--- src/rtl/apb_bridge_pkg.sv ---
`default_nettype none
// ============================================================================
// Module      : apb_bridge_pkg
// Description : Shared FSM state type and APB address window for apb_req_bridge.
// Revision    : 1.0
// ============================================================================
package apb_bridge_pkg;

    typedef enum logic [1:0] {
        IDLE   = 2'd0,
        SETUP  = 2'd1,
        ACCESS = 2'd2
    } apb_state_e;

    localparam logic [31:0] APB_WIN_START = 32'h1A10_0000;
    localparam logic [31:0] APB_WIN_END   = 32'h1A11_7FFF;

endpackage
`default_nettype wire

--- src/rtl/apb_bus_if.sv ---
`default_nettype none
// ============================================================================
// Module      : APB_BUS
// Description : APB bus signal bundle with master and slave modports.
// Revision    : 1.0
// ============================================================================
interface APB_BUS #(
    parameter int unsigned ADDR_WIDTH = 32,
    parameter int unsigned DATA_WIDTH = 32
);
    logic [ADDR_WIDTH-1:0] paddr;
    logic [DATA_WIDTH-1:0] pwdata;
    logic                  pwrite;
    logic                  psel;
    logic                  penable;
    logic [DATA_WIDTH-1:0] prdata;
    logic                  pready;
    logic                  pslverr;

    modport Master (
        output paddr, pwdata, pwrite, psel, penable,
        input  prdata, pready, pslverr
    );

    modport Slave (
        input  paddr, pwdata, pwrite, psel, penable,
        output prdata, pready, pslverr
    );
endinterface
`default_nettype wire

--- src/rtl/apb_timeout_cnt.sv ---
`default_nettype none
// ============================================================================
// Module      : apb_timeout_cnt
// Description : Counts ACCESS wait cycles; o_last flags the final allowed one.
// Revision    : 1.0
// ============================================================================
module apb_timeout_cnt #(
    parameter int unsigned TIMEOUT_CYCLES = 255
) (
    input  logic clk,
    input  logic rst,
    input  logic i_clr,
    input  logic i_inc,
    output logic o_last
);
    localparam int unsigned             c_cnt_w = $clog2(TIMEOUT_CYCLES + 1);
    localparam logic [c_cnt_w-1:0]      c_last  = c_cnt_w'(TIMEOUT_CYCLES - 1);

    logic [c_cnt_w-1:0] r_cnt;

    always_ff @(posedge clk) begin
        if (rst) begin
            r_cnt <= '0;
        end else if (i_clr) begin
            r_cnt <= '0;
        end else if (i_inc) begin
            r_cnt <= r_cnt + c_cnt_w'(1);
        end
    end

    // Abort happens in the cycle whose stall would bring the count to the limit
    assign o_last = (r_cnt == c_last);

endmodule
`default_nettype wire

--- src/rtl/apb_req_bridge.sv ---
`default_nettype none
// ============================================================================
// Module      : apb_req_bridge
// Description : Core-side req/gnt/rvalid port to APB master bridge.
//               Optional ACCESS timeout when APB_BRIDGE_TIMEOUT_EN is defined.
// Revision    : 1.0
// ============================================================================
module apb_req_bridge
    import apb_bridge_pkg::*;
#(
    parameter int unsigned APB_ADDR_WIDTH = 32,
    parameter int unsigned APB_DATA_WIDTH = 32,
    parameter int unsigned TIMEOUT_CYCLES = 255
) (
    input  logic                      clk,
    input  logic                      rst,
    input  logic                      data_req_i,
    output logic                      data_gnt_o,
    input  logic                      data_we_i,
    input  logic [APB_ADDR_WIDTH-1:0] data_addr_i,
    input  logic [APB_DATA_WIDTH-1:0] data_wdata_i,
    output logic                      data_rvalid_o,
    output logic [APB_DATA_WIDTH-1:0] data_rdata_o,
    output logic                      data_err_o,
    APB_BUS.Master                    apb_master
);
    localparam int unsigned c_cmp_w = (APB_ADDR_WIDTH > 32) ? APB_ADDR_WIDTH : 32;
    localparam logic [c_cmp_w-1:0] c_win_lo = c_cmp_w'(APB_WIN_START);
    localparam logic [c_cmp_w-1:0] c_win_hi = c_cmp_w'(APB_WIN_END);

    if (TIMEOUT_CYCLES == 0) begin : g_timeout_cfg_chk
        $error("apb_req_bridge: TIMEOUT_CYCLES must be at least 1");
    end

    apb_state_e                r_state;
    apb_state_e                w_state_nxt;
    logic [APB_ADDR_WIDTH-1:0] r_addr;
    logic [APB_DATA_WIDTH-1:0] r_wdata;
    logic                      r_we;
    logic                      r_psel;
    logic                      r_penable;
    logic                      r_rvalid;
    logic                      r_err;
    logic [APB_DATA_WIDTH-1:0] r_rdata;

    logic                      w_gnt;
    logic                      w_in_win;
    logic                      w_timeout;
    logic                      w_rsp_vld;
    logic                      w_rsp_err;
    logic [APB_DATA_WIDTH-1:0] w_rsp_data;
    logic [c_cmp_w-1:0]        w_addr_ext;

    assign w_addr_ext = c_cmp_w'(data_addr_i);
    assign w_in_win   = (w_addr_ext >= c_win_lo) && (w_addr_ext <= c_win_hi);

`ifdef APB_BRIDGE_TIMEOUT_EN
    apb_timeout_cnt #(
        .TIMEOUT_CYCLES (TIMEOUT_CYCLES)
    ) u_timeout_cnt (
        .clk    (clk),
        .rst    (rst),
        .i_clr  (r_state != ACCESS),
        .i_inc  ((r_state == ACCESS) && !apb_master.pready),
        .o_last (w_timeout)
    );
`else
    assign w_timeout = 1'b0;
`endif

    always_comb begin
        w_gnt       = 1'b0;
        w_state_nxt = r_state;
        w_rsp_vld   = 1'b0;
        w_rsp_err   = 1'b0;
        w_rsp_data  = '0;
        unique case (r_state)
            IDLE: begin
                w_gnt = data_req_i & ~rst;
                if (w_gnt) begin
                    if (w_in_win) begin
                        w_state_nxt = SETUP;
                    end else begin
                        // Out-of-window: answer with an error, never touch the bus
                        w_rsp_vld = 1'b1;
                        w_rsp_err = 1'b1;
                    end
                end
            end
            SETUP: begin
                w_state_nxt = ACCESS;
            end
            ACCESS: begin
                // pready takes priority over a timeout in the same cycle
                if (apb_master.pready) begin
                    w_state_nxt = IDLE;
                    w_rsp_vld   = 1'b1;
                    w_rsp_err   = apb_master.pslverr;
                    w_rsp_data  = r_we ? '0 : apb_master.prdata;
                end else if (w_timeout) begin
                    w_state_nxt = IDLE;
                    w_rsp_vld   = 1'b1;
                    w_rsp_err   = 1'b1;
                end
            end
            default: begin
                w_state_nxt = IDLE;
            end
        endcase
    end

    always_ff @(posedge clk) begin
        if (rst) begin
            r_state   <= IDLE;
            r_addr    <= '0;
            r_wdata   <= '0;
            r_we      <= 1'b0;
            r_psel    <= 1'b0;
            r_penable <= 1'b0;
            r_rvalid  <= 1'b0;
            r_err     <= 1'b0;
            r_rdata   <= '0;
        end else begin
            r_state   <= w_state_nxt;
            r_psel    <= (w_state_nxt == SETUP) || (w_state_nxt == ACCESS);
            r_penable <= (w_state_nxt == ACCESS);
            r_rvalid  <= w_rsp_vld;
            r_err     <= w_rsp_err;
            r_rdata   <= w_rsp_data;
            if (w_gnt) begin
                r_addr  <= data_addr_i;
                r_wdata <= data_wdata_i;
                r_we    <= data_we_i;
            end
        end
    end

    assign data_gnt_o         = w_gnt;
    assign data_rvalid_o      = r_rvalid;
    assign data_err_o         = r_err;
    assign data_rdata_o       = r_rdata;

    assign apb_master.paddr   = r_addr;
    assign apb_master.pwdata  = r_wdata;
    assign apb_master.pwrite  = r_we;
    assign apb_master.psel    = r_psel;
    assign apb_master.penable = r_penable;

endmodule
`default_nettype wire
--- src/flat_wrapper.sv ---
// flat-port wrapper written by rule: the top's interface ports become plain ports
module apb_req_bridge_flat import apb_bridge_pkg::*;
#(
    parameter int unsigned APB_ADDR_WIDTH = 32,
    parameter int unsigned APB_DATA_WIDTH = 32,
    parameter int unsigned TIMEOUT_CYCLES = 255
)
  (clk, rst, data_req_i, data_gnt_o, data_we_i, data_addr_i, data_wdata_i, data_rvalid_o, data_rdata_o, data_err_o, apb_master_paddr, apb_master_pwdata, apb_master_pwrite, apb_master_psel, apb_master_penable, apb_master_prdata, apb_master_pready, apb_master_pslverr);
  APB_BUS apb_master_i ();
  input  logic clk;
  input  logic rst;
  input  logic data_req_i;
  output logic data_gnt_o;
  input  logic data_we_i;
  input  logic [APB_ADDR_WIDTH-1:0] data_addr_i;
  input  logic [APB_DATA_WIDTH-1:0] data_wdata_i;
  output logic data_rvalid_o;
  output logic [APB_DATA_WIDTH-1:0] data_rdata_o;
  output logic data_err_o;
  output wire logic [$bits(apb_master_i.paddr)-1:0] apb_master_paddr;
  output wire logic [$bits(apb_master_i.pwdata)-1:0] apb_master_pwdata;
  output wire logic [$bits(apb_master_i.pwrite)-1:0] apb_master_pwrite;
  output wire logic [$bits(apb_master_i.psel)-1:0] apb_master_psel;
  output wire logic [$bits(apb_master_i.penable)-1:0] apb_master_penable;
  input wire logic [$bits(apb_master_i.prdata)-1:0] apb_master_prdata;
  input wire logic [$bits(apb_master_i.pready)-1:0] apb_master_pready;
  input wire logic [$bits(apb_master_i.pslverr)-1:0] apb_master_pslverr;
  assign apb_master_paddr = apb_master_i.paddr;
  assign apb_master_pwdata = apb_master_i.pwdata;
  assign apb_master_pwrite = apb_master_i.pwrite;
  assign apb_master_psel = apb_master_i.psel;
  assign apb_master_penable = apb_master_i.penable;
  assign apb_master_i.prdata = apb_master_prdata;
  assign apb_master_i.pready = apb_master_pready;
  assign apb_master_i.pslverr = apb_master_pslverr;
  apb_req_bridge #(.APB_ADDR_WIDTH(APB_ADDR_WIDTH), .APB_DATA_WIDTH(APB_DATA_WIDTH), .TIMEOUT_CYCLES(TIMEOUT_CYCLES)) u_core (.clk(clk), .rst(rst), .data_req_i(data_req_i), .data_gnt_o(data_gnt_o), .data_we_i(data_we_i), .data_addr_i(data_addr_i), .data_wdata_i(data_wdata_i), .data_rvalid_o(data_rvalid_o), .data_rdata_o(data_rdata_o), .data_err_o(data_err_o), .apb_master(apb_master_i));
endmodule
--- config.mk ---
export PLATFORM = sky130hd
export DESIGN_NAME = apb_req_bridge_flat
export DESIGN_NICKNAME = d
export VERILOG_FILES = /design/src/rtl/apb_bridge_pkg.sv /design/src/rtl/apb_bus_if.sv /design/src/rtl/apb_timeout_cnt.sv /design/src/rtl/apb_req_bridge.sv /design/src/flat_wrapper.sv
export SDC_FILE = /design/constraint.sdc
export NUM_CORES = 1
export LEC_CHECK = 0
export CORE_AREA = 2 2 111 91
export DETAILED_ROUTE_END_ITERATION = 10
export DIE_AREA = 0 0 113 93
export GPL_TIMING_DRIVEN = 0
export PLACE_DENSITY = 0.78
export SYNTH_ARGS = -nofsm -noshare
export SYNTH_HDL_FRONTEND = slang
export SYNTH_SLANG_ARGS = --single-unit
--- constraint.sdc ---
create_clock -name clk -period 2.55 [get_ports clk]
set_input_delay 0.51 -clock clk [delete_from_list [all_inputs] [get_ports clk]]
set_output_delay 0.51 -clock clk [all_outputs]
set_load 0.005 [all_outputs]
==> After elaboration in Yosys (flattened, before gate mapping) <==
Index checks and enable logic that the tools add are counted.
{ "totals": {"wordCells": 34, "latchBits": 0, "regBits": 103, "rom_bits": 0, "ramBits": 0, "n_memories": 0, "in_bits": 102} }
{ "op_classes": {"order_cmp": 2, "n_mul": 0, "div_mod_pow": 0, "muxes": 11, "add_sub_neg": 0, "eq_ne": 4, "n_shift": 0, "bitwise": 4, "n_reduce_logical": 4} }
{ "ops": {"columns": ["operator", "count"], "rows": [
  ["$ge 32x29->1 const B", 1],
  ["$le 32x29->1 const B", 1],
  ["$mux 2", 3],
  ["$pmux 2 s3", 1],
  ["$mux 1", 5],
  ["$eq 2x1->1 const B", 2],
  ["$eq 2x2->1 const B", 2],
  ["$pmux 1 s2", 2],
  ["$reduce_or 4->1", 1],
  ["$not 1->1", 3],
  ["$logic_not 2->1", 1],
  ["$and 1x1->1", 1],
  ["$logic_and 1x1->1", 1],
  ["$logic_or 1x1->1", 1]
]} }

==> Logic depth before layout (Yosys ltp) <==
Gate-level depths: netlist of the first run.
{ "logic_depth": {"depth_word": 7, "ltp_mapped": 8, "depth_no_buf": 5} }

==> Least setup slack after synthesis of the first run <==
OpenSTA, ideal clock, no wires.
{ "synth_path": {"path_type": "input to register", "start": "in rst", "end": "reg u_core.r_psel (netlist: u_core.apb_master.psel)", "path_stages": 6, "required_ns": 2.422, "setup_ns": 0.128, "arrival_time_ns": 2.062, "path_buffers": 2, "path_slack_ns": 0.361, "path_cell_list": "clkbuf_1 > or4b_1 > buf_2 > or4_1 > ha_1 > nor2_1"} }
{ "synth_via": {"elab_chain_len": 6} }
{ "synth_rtl": {"columns": ["item", "line_no", "source"], "rows": [
  ["from (decl)", "flat_wrapper.sv:11", "input logic rst;"],
  ["$not 1->1", "apb_req_bridge.sv:79", "w_gnt = data_req_i & ~rst;"],
  ["$and 1x1->1", "apb_req_bridge.sv:79", null],
  ["$mux 2", "apb_req_bridge.sv:80", "if (w_gnt) begin"],
  ["$pmux 2 s3", "apb_req_bridge.sv:77", "unique case (r_state)"],
  ["$eq 2x1->1 / $eq 2x2->1 (equally long branches)", "apb_req_bridge.sv:125", "r_psel <= (w_state_nxt == SETUP) || (w_state_nxt == ACCESS);"],
  ["$logic_or 1x1->1", "apb_req_bridge.sv:125", null],
  ["to (signal assigned)", "apb_req_bridge.sv:125", null],
  ["to (decl)", "apb_req_bridge.sv:40", "logic r_psel;"]
]} }
Several ways; a longest one is shown, not always the timed one.
A chain may end at the register's enable or synchronous reset.

==> Final worst setup path of the first run <==
{ "layout_path": {"start": "in data_req_i", "end": "reg u_core.r_psel (netlist: u_core.apb_master.psel)"} }
{ "layout_via": {"elab_chain_len": 5} }
{ "layout_rtl": {"columns": ["item", "line_no", "source"], "rows": [
  ["from (decl)", "flat_wrapper.sv:12", "input logic data_req_i;"],
  ["$and 1x1->1 (*)", "apb_req_bridge.sv:79", null],
  ["$mux 2 (*)", "apb_req_bridge.sv:80", null],
  ["$pmux 2 s3 (*)", "apb_req_bridge.sv:77", null],
  ["$eq 2x1->1 / $eq 2x2->1 (equally long branches)", "apb_req_bridge.sv:125", null],
  ["$logic_or 1x1->1 (*)", "apb_req_bridge.sv:125", null]
]} }
Every way passes the cells marked *; elsewhere a longest branch is shown, timed or not.

==> results of run 1 <==
==> sequential cells by signal, indices dropped and copies added, names as in the netlist <==
register                   flops
u_core.apb_master.paddr       32
u_core.apb_master.penable      1
u_core.apb_master.psel         1
u_core.apb_master.pwdata      32
u_core.apb_master.pwrite       1
u_core.data_err_o              1
u_core.data_rdata_o           32
u_core.data_rvalid_o           1
u_core.r_state                 2
==> layer usage <==
metal  global-route usage  vias up  wire, um
met1                0.217     1541      3960
met4               0.0579        0       173
li1                     -     1669         -
met5                    0        -         0
met2                0.323      129      5160
met3               0.0564       17       804
==> power groups by stage <==
| stage | clock network [mW] | registers [mW] | logic, mW |
|---|---|---|---|
| final | 1.36 | 1.68 | 0.406 |
| after global routing | 1.45 | 1.69 | 0.440 |
| after CTS | 1.40 | 1.68 | 0.409 |
| after detailed placement | 0 | 1.72 | 0.402 |
| after global placement | 0 | 1.72 | 0.395 |
| after floorplan | 0 | 1.72 | 0.108 |
==> placed cells by master, fill, tap and decap left out, drive strengths merged <==
cell,synthesis,final
clkdlybuf4s50,0,201
nand2,131,131
dfxtp,103,103
a21oi,66,66
and2,32,32
clkbuf,14,25
buf,12,13
nor2,5,5
nor4,3,3
nor2b,3,3
nor4b,2,2
nor4bb,2,2
clkinv,0,2
or4b,1,1
inv,1,1
mux2,1,1
and3,1,1
a211oi,1,1
nand4,1,1
or4,1,1
and4bb,1,1
and4,1,1
o21ai,1,1
o211ai,1,1
nor3,1,1
ha,1,1
bufinv,0,1
dlygate4sd2,0,1
==> through the flow <==
| step | setup WS (ns) | cells | total power, mW |
|---|---|---|---|
| after floorplan | 0.361 | 386 | 1.83 |
| after global placement | -0.356 | 707 | 2.11 |
| after detailed placement | -0.352 | 707 | 2.12 |
| after CTS | 0.181 | 722 | 3.49 |
| after global routing | 0.128 | 722 | 3.58 |
| final | 0.173 | 722 | 3.44 |
==> what timing repair did <==
item | 4_1_cts | 5_1_grt
hold buffers | 0 | 0
endpoints found under the setup margin | 1 | 0
resized for setup | 6 | 0
setup buffers | 2 | 0
==> final cells by class <==
cell class,count,share of cell area
flip-flops and latches,103,0.349
repair buffers,204,0.345
multi-input cells,256,0.207
clock buffers,11,0.0428
well taps,119,0.0252
plain buffers,25,0.0225
clock inverters,3,0.00742
inverters,1,0.00148
==> worst paths after layout <==
kind                                                endpoint  slack [ns]
worst max-delay path                  u_core.apb_master.psel        0.17
worst min-delay path            u_core.apb_master.pwdata[31]        0.45
worst max register to register        u_core.apb_master.psel        0.41
worst min register to register  u_core.apb_master.pwdata[31]        0.45
==> worst min-delay path, delay by kind of cell, from the launching register on <==
kind            cells  cell delay (ns)
compound gates      1             0.05
flops               1             0.31
simple gates        1             0.05
==> logic make-up after synthesis <==
group,Yosys count
AOI/OAI and AO/OA,69
buffers and inverters,27
and+or+nand+nor,185
DFF,103
adders and majority gates,1
muxes,1
==> flow_summary.yaml, run 1 <==
clock_network:
  cts_root_buf: "clkbuf_16"
  cts-htree-levels: 3
  clk_latency_ns: 0.33
  cts.sinks: 103
  clk_pin_slew_ns: 0.06
  cts_tree: "done"
  numCtsBuffers: 9
  clockBufferDepth: 2
yosys:
  yosys.area_share.xor_xnor: 0
  synth_top_family_by_area: "simple AND/OR/NAND/NOR gates"
  synth.area.mux_share: 0.00330
  synth_most_common_cell: "nand2_1"
  synth_edf_count: 0
  synth_largest_area_cell: "dfxtp_1"
  synth_nets: 489
  synthFlopType: "dfxtp_1"
  postSynthCellCount: 386
  ys_warn_count: 0
  ys_seq_area_frac: 0.604
  synth_area_leaders: "dfxtp_1, nand2_1, a21oi_1"
  ys_types: 25
  synth_top_cells_by_count: "nand2_1, dfxtp_1, a21oi_1, and2_1, clkbuf_1"
  syn_avg_cell_area_um2: 8.84
  yosys.area_share.adder: 0.00367
  async_flop_share: 0
  synth_compound_area_frac: 0.103
  synth_top_area_share: 0.604
  synth-simple-area-share: 0.247
  netlist_area_um2: 3410
  synth-seq-cells: 103
finish:
  regArea_um2: 2060
  diodes: 0
  finalCoreUtilization: 0.625
  drive_gt1_frac: 0.0514
  area_growth_pct: 73.0
  fin_area_um2: 5900
  fill_cells: 848
  multiInputGateArea_um2: 1220
  nNetsFinal: 703
critical_path:
  path_cells: "clkdlybuf4s50_1 > or4b_4 > buf_6 > buf_4 > or4_1 > ha_1 > nor2_1"
  r2r_cells: 6
  crit_required_ns: 2.76
  critical_path_class: "primary input to flip-flop"
  path_buf_inv: 3
  path_max_fanout: 5
  reg2reg_from: "u_core.r_state[1]"
  cp.depth: 7
  cp-start-kind: "primary input"
  max_stage_delay_ns: 0.53
  cp-end-kind: "flip-flop"
  slowest_stage: "or4_1"
  crit_arrival_ns: 2.59
  critPathTopFamily: "simple AND/OR/NAND/NOR gates"
  startpoint: "data_req_i"
floorplan:
  die_h_um: 93
  rows: 32
  core_um2: 9450
  dieArea_um2: 10500
  io_pins: 204
  die_w_um: 113
  start_util: 0.361
hold_path:
  hold_class: "flip-flop to flip-flop"
  whs_path_depth: 2
  min-delay-start: "u_core.apb_master.pwdata[31]"
global_routing:
  grt_pass1_vias: 3228
  track_usage: 0.184
  grt_pass1_wl_mm: 15.4
  grt_start_max_net_pins: 16
  grt-ovfl-total: 0
  antenna_found_initial: 0
routing:
  drt_pre_antenna_iters: 7
  wl_mm: 10.1
  vias: 3356
  drcViolationCount: 12
  antenna_left: 0
  wire_per_inst_um: 14.0
  drt_iter0_drc: 117
  vias_per_cell: 4.65
power:
  power.share.switching: 0.209
  p_sw_uw: 721
  pwr-share-clk: 0.394
  power_density_nw_per_um2: 583
  p_int_mw: 2.72
  vdd_ir_drop_max_mv: 0.341
  p_comb_frac: 0.118
  p_seq_frac: 0.488
  power_leakage_nw: 2.20
placement:
  dp.final_hpwl_mm: 7.76
  io_buffer_count: 202
  gp_congestion: 0.842
  placed_area_um2: 5580
timing:
  rsz0062_at_grt: "no"
  timing.setup.tns_ns: 0
  finalHoldViolCount: 0
  fmax_mhz: 421
  setup_viol: 0
  drv_slew: 0
  max_slew.worst_pin.slew_ns: 0.524
  fin_crit_sh: 0.932
  clock_skew_ns: 0.00462
  timing.hold.ws_ns: 0.454
  fin_crit_ns: 2.38
  maxSlewHeadroom: 0.648
outcome:
  status: "finished with violations"
  violations: "design-rule violations"
job:
  maxCapViolCount: 0
(Power assumes the default switching activity.)
==> run 2, diff against run 1 <==
--- a/config.mk
+++ b/config.mk
@@ -5,11 +5,12 @@
 export SDC_FILE = /design/constraint.sdc
 export NUM_CORES = 1
 export LEC_CHECK = 0
-export CORE_AREA = 2 2 111 91
+export CORE_AREA = 2 2 113 93
 export DETAILED_ROUTE_END_ITERATION = 10
-export DIE_AREA = 0 0 113 93
+export DIE_AREA = 0 0 115 95
 export GPL_TIMING_DRIVEN = 0
-export PLACE_DENSITY = 0.78
+export PLACE_DENSITY = 0.75
 export SYNTH_ARGS = -nofsm -noshare
 export SYNTH_HDL_FRONTEND = slang
+export SYNTH_HIERARCHICAL = 1
 export SYNTH_SLANG_ARGS = --single-unit
==> run 2 against run 1 <==
The run now ends clean. Cell count increased by 0.14%. Area after synthesis decreased by 0.77%. Register-to-register slack improved by 0.47 ns. Sequential share of layout area increased by 0.19 points. First-iteration DRC count decreased by 15%. Non-clock buffer count decreased by 3. Fmax decreased by 3.0%. Critical path type is now primary input to output pin. Largest cell class unchanged. Highest routed layer unchanged.
==> flow_summary.yaml, run 2 <==
finish:
  diodes: 0
  multiInputGateArea_um2: 1200
  nNetsFinal: 699
  regArea_um2: 2060
  drive_gt1_frac: 0.0516
  area_growth_pct: 73.4
  fill_cells: 890
  instances_no_fill: 723
  layout.cells.most_common_list: "clkdlybuf4s50_1, nand2_1, dfxtp_1"
  layout_commonest_cell: "clkdlybuf4s50_1"
global_routing:
  track_usage: 0.179
  grt_pass1_wl_mm: 15.1
  grt_start_max_net_pins: 19
  antenna_found_initial: 0
  grt_pass1_vias: 3216
  grt-ovfl-total: 0
yosys:
  postSynthCellCount: 384
  synth_top_area_share: 0.609
  synth-seq-cells: 103
  synth_largest_area_cell: "dfxtp_1"
  synthFlopType: "dfxtp_1"
  ys_types: 26
  syn_avg_cell_area_um2: 8.82
  ys_seq_area_frac: 0.609
  synth_nets: 487
  synth_top_cells_by_count: "nand2_1, dfxtp_1, a21oi_1, and2_1, clkbuf_1"
  ys_warn_count: 6
  synth_edf_count: 0
  async_flop_share: 0
  synth_most_common_cell: "nand2_1"
  synth_area_leaders: "dfxtp_1, nand2_1, a21oi_1"
  netlist_area_um2: 3390
clock_network:
  cts_root_buf: "clkbuf_16"
  cts_resized: 0
  hold_buffers: 0
  cts_setup_buffers: 0
  cts_tree: "done"
  numCtsBuffers: 9
  cts.sinks: 103
  clk_latency_ns: 0.34
  clockBufferDepth: 2
  clk_pin_slew_ns: 0.07
  cts-htree-levels: 3
critical_path:
  path_max_fanout: 14
  critical_path_class: "primary input to output pin"
  cp-start-kind: "primary input"
  r2r_end: "u_core/apb_master.pwdata[20]"
  reg2reg_from: "u_core/r_state[0]"
  startpoint: "data_req_i"
  rrSetupSlack_ns: 0.88
  endpoint: "data_gnt_o"
  crit_arrival_ns: 1.94
  crit_required_ns: 2.04
  r2r_cells: 7
  cp-end-kind: "output pin"
outcome:
  status: "complete, no violations"
placement:
  dp.final_hpwl_mm: 7.77
  io_buffer_count: 202
  placed_cells: 708
  gp_congestion: 0.769
power:
  power_density_nw_per_um2: 594
  power.share.switching: 0.222
  p_int_mw: 2.71
  vdd_ir_drop_max_mv: 0.482
  p_sw_uw: 774
  p_comb_frac: 0.114
  p_seq_frac: 0.481
  pwr-share-clk: 0.404
  design_power_total_mw: 3.49
  power_leakage_nw: 2.18
timing:
  timing.hold.ws_ns: 0.452
  finalHoldViolCount: 0
  max_slew.worst_pin.slew_ns: 0.508
  fin_crit_ns: 2.45
  rsz0062_at_grt: "no"
  fin_crit_sh: 0.961
  setup_viol: 0
  drv_slew: 0
  clock_skew_ns: 0.00621
  fmax_mhz: 408
  maxSlewHeadroom: 0.661
routing:
  wl_mm: 9.95
  drt_iter0_drc: 99
  drt_pre_antenna_iters: 6
  vias_per_cell: 4.55
  wl_met2_mm: 4.86
  wire_per_inst_um: 13.8
  dr_wl_met3_mm: 1.20
  routed.top_layer: "met4"
  antenna_left: 0
  drcViolationCount: 0
  met1_length_mm: 3.82
  vias: 3291
floorplan:
  rows: 33
  start_util: 0.342
  io_pins: 204
  dieArea_um2: 10900
  die_w_um: 115
  core_um2: 9910
  die_h_um: 95
hold_path:
  hold_class: "flip-flop to flip-flop"
job:
  maxCapViolCount: 0
## run 2: cell families (layout without fill, tap and decap cells)
kind of cell | after synthesis | count (layout) | synth area share
compound gates | 70 | 70 | 0.107
mux | 1 | 1 | 0.00332
flops | 103 | 103 | 0.609
fa+ha+maj | 1 | 1 | 0.00369
simple gates | 182 | 182 | 0.241
buf+inv | 27 | 244 | 0.0362
## run 2: critical path, cell delays in order
cell and delay [ns]:
clkdlybuf4s50_1 0.46, nand3b_1 0.17, inv_2 0.25, clkdlybuf4s50_1 0.54
## run 2: layout make-up
| class | count | area share |
|---|---|---|
| buffer | 24 | 0.0188 |
| multi-input combinational | 254 | 0.205 |
| sequential | 103 | 0.351 |
| clock buffer | 10 | 0.0407 |
| tap | 122 | 0.0260 |
| clock inverter | 6 | 0.0130 |
| timing repair buffer | 202 | 0.344 |
| inverter | 2 | 0.00128 |
## run 2: worst min-delay path by stage
stage / startpoint / endpoint / slack (ns) / cells after the start
3_5_place_dp: u_core/apb_master.paddr[6] / u_core/apb_master.paddr[6] / 0.45 / 2
3_3_place_gp: u_core/apb_master.pwdata[4] / u_core/apb_master.pwdata[4] / 0.44 / 2
5_1_grt: u_core/apb_master.paddr[31] / u_core/apb_master.paddr[31] / 0.48 / 2
4_1_cts: u_core/apb_master.paddr[6] / u_core/apb_master.paddr[6] / 0.46 / 2
2_1_floorplan: u_core/apb_master.paddr[0] / u_core/apb_master.paddr[0] / 0.45 / 2
6_report: u_core/apb_master.pwdata[7] / u_core/apb_master.pwdata[7] / 0.45 / 2
## run 2: power by group through the flow
stage / Combinational, mW / Clock [mW] / Sequential, mW
floorplan: 0.104 / 0 / 1.72
global placement: 0.394 / 0 / 1.71
detailed placement: 0.400 / 0 / 1.72
CTS: 0.402 / 1.46 / 1.68
global route: 0.433 / 1.52 / 1.68
finish: 0.398 / 1.41 / 1.68
## run 2: layer usage
metal	GRT usage	vias to the layer above
met5	0	-
met4	0.0422	0
met3	0.0931	8
met2	0.318	147
met1	0.189	1480
li1	-	1656
## run 2: metrics by stage
step	worst slack [ns]	TNS [ns]	util	area [um^2]
3_3_place_gp	-0.0200	-0.0200	0.561	5560
4_1_cts	0.0646	0	0.593	5870
3_5_place_dp	-0.0364	-0.0364	0.561	5560
5_1_grt	0.00417	0	0.593	5870
6_report	0.0999	0	0.593	5870
2_1_floorplan	0.610	0	-	3390
==> run 3, diff against run 2 <==
--- a/config.mk
+++ b/config.mk
@@ -6,6 +6,7 @@
 export NUM_CORES = 1
 export LEC_CHECK = 0
 export CORE_AREA = 2 2 113 93
+export CTS_CLUSTER_DIAMETER = 30
 export DETAILED_ROUTE_END_ITERATION = 10
 export DIE_AREA = 0 0 115 95
 export GPL_TIMING_DRIVEN = 0
==> results of run 3 <==
Same layout as run 2: the final DEF is identical, and so are final timing and power.
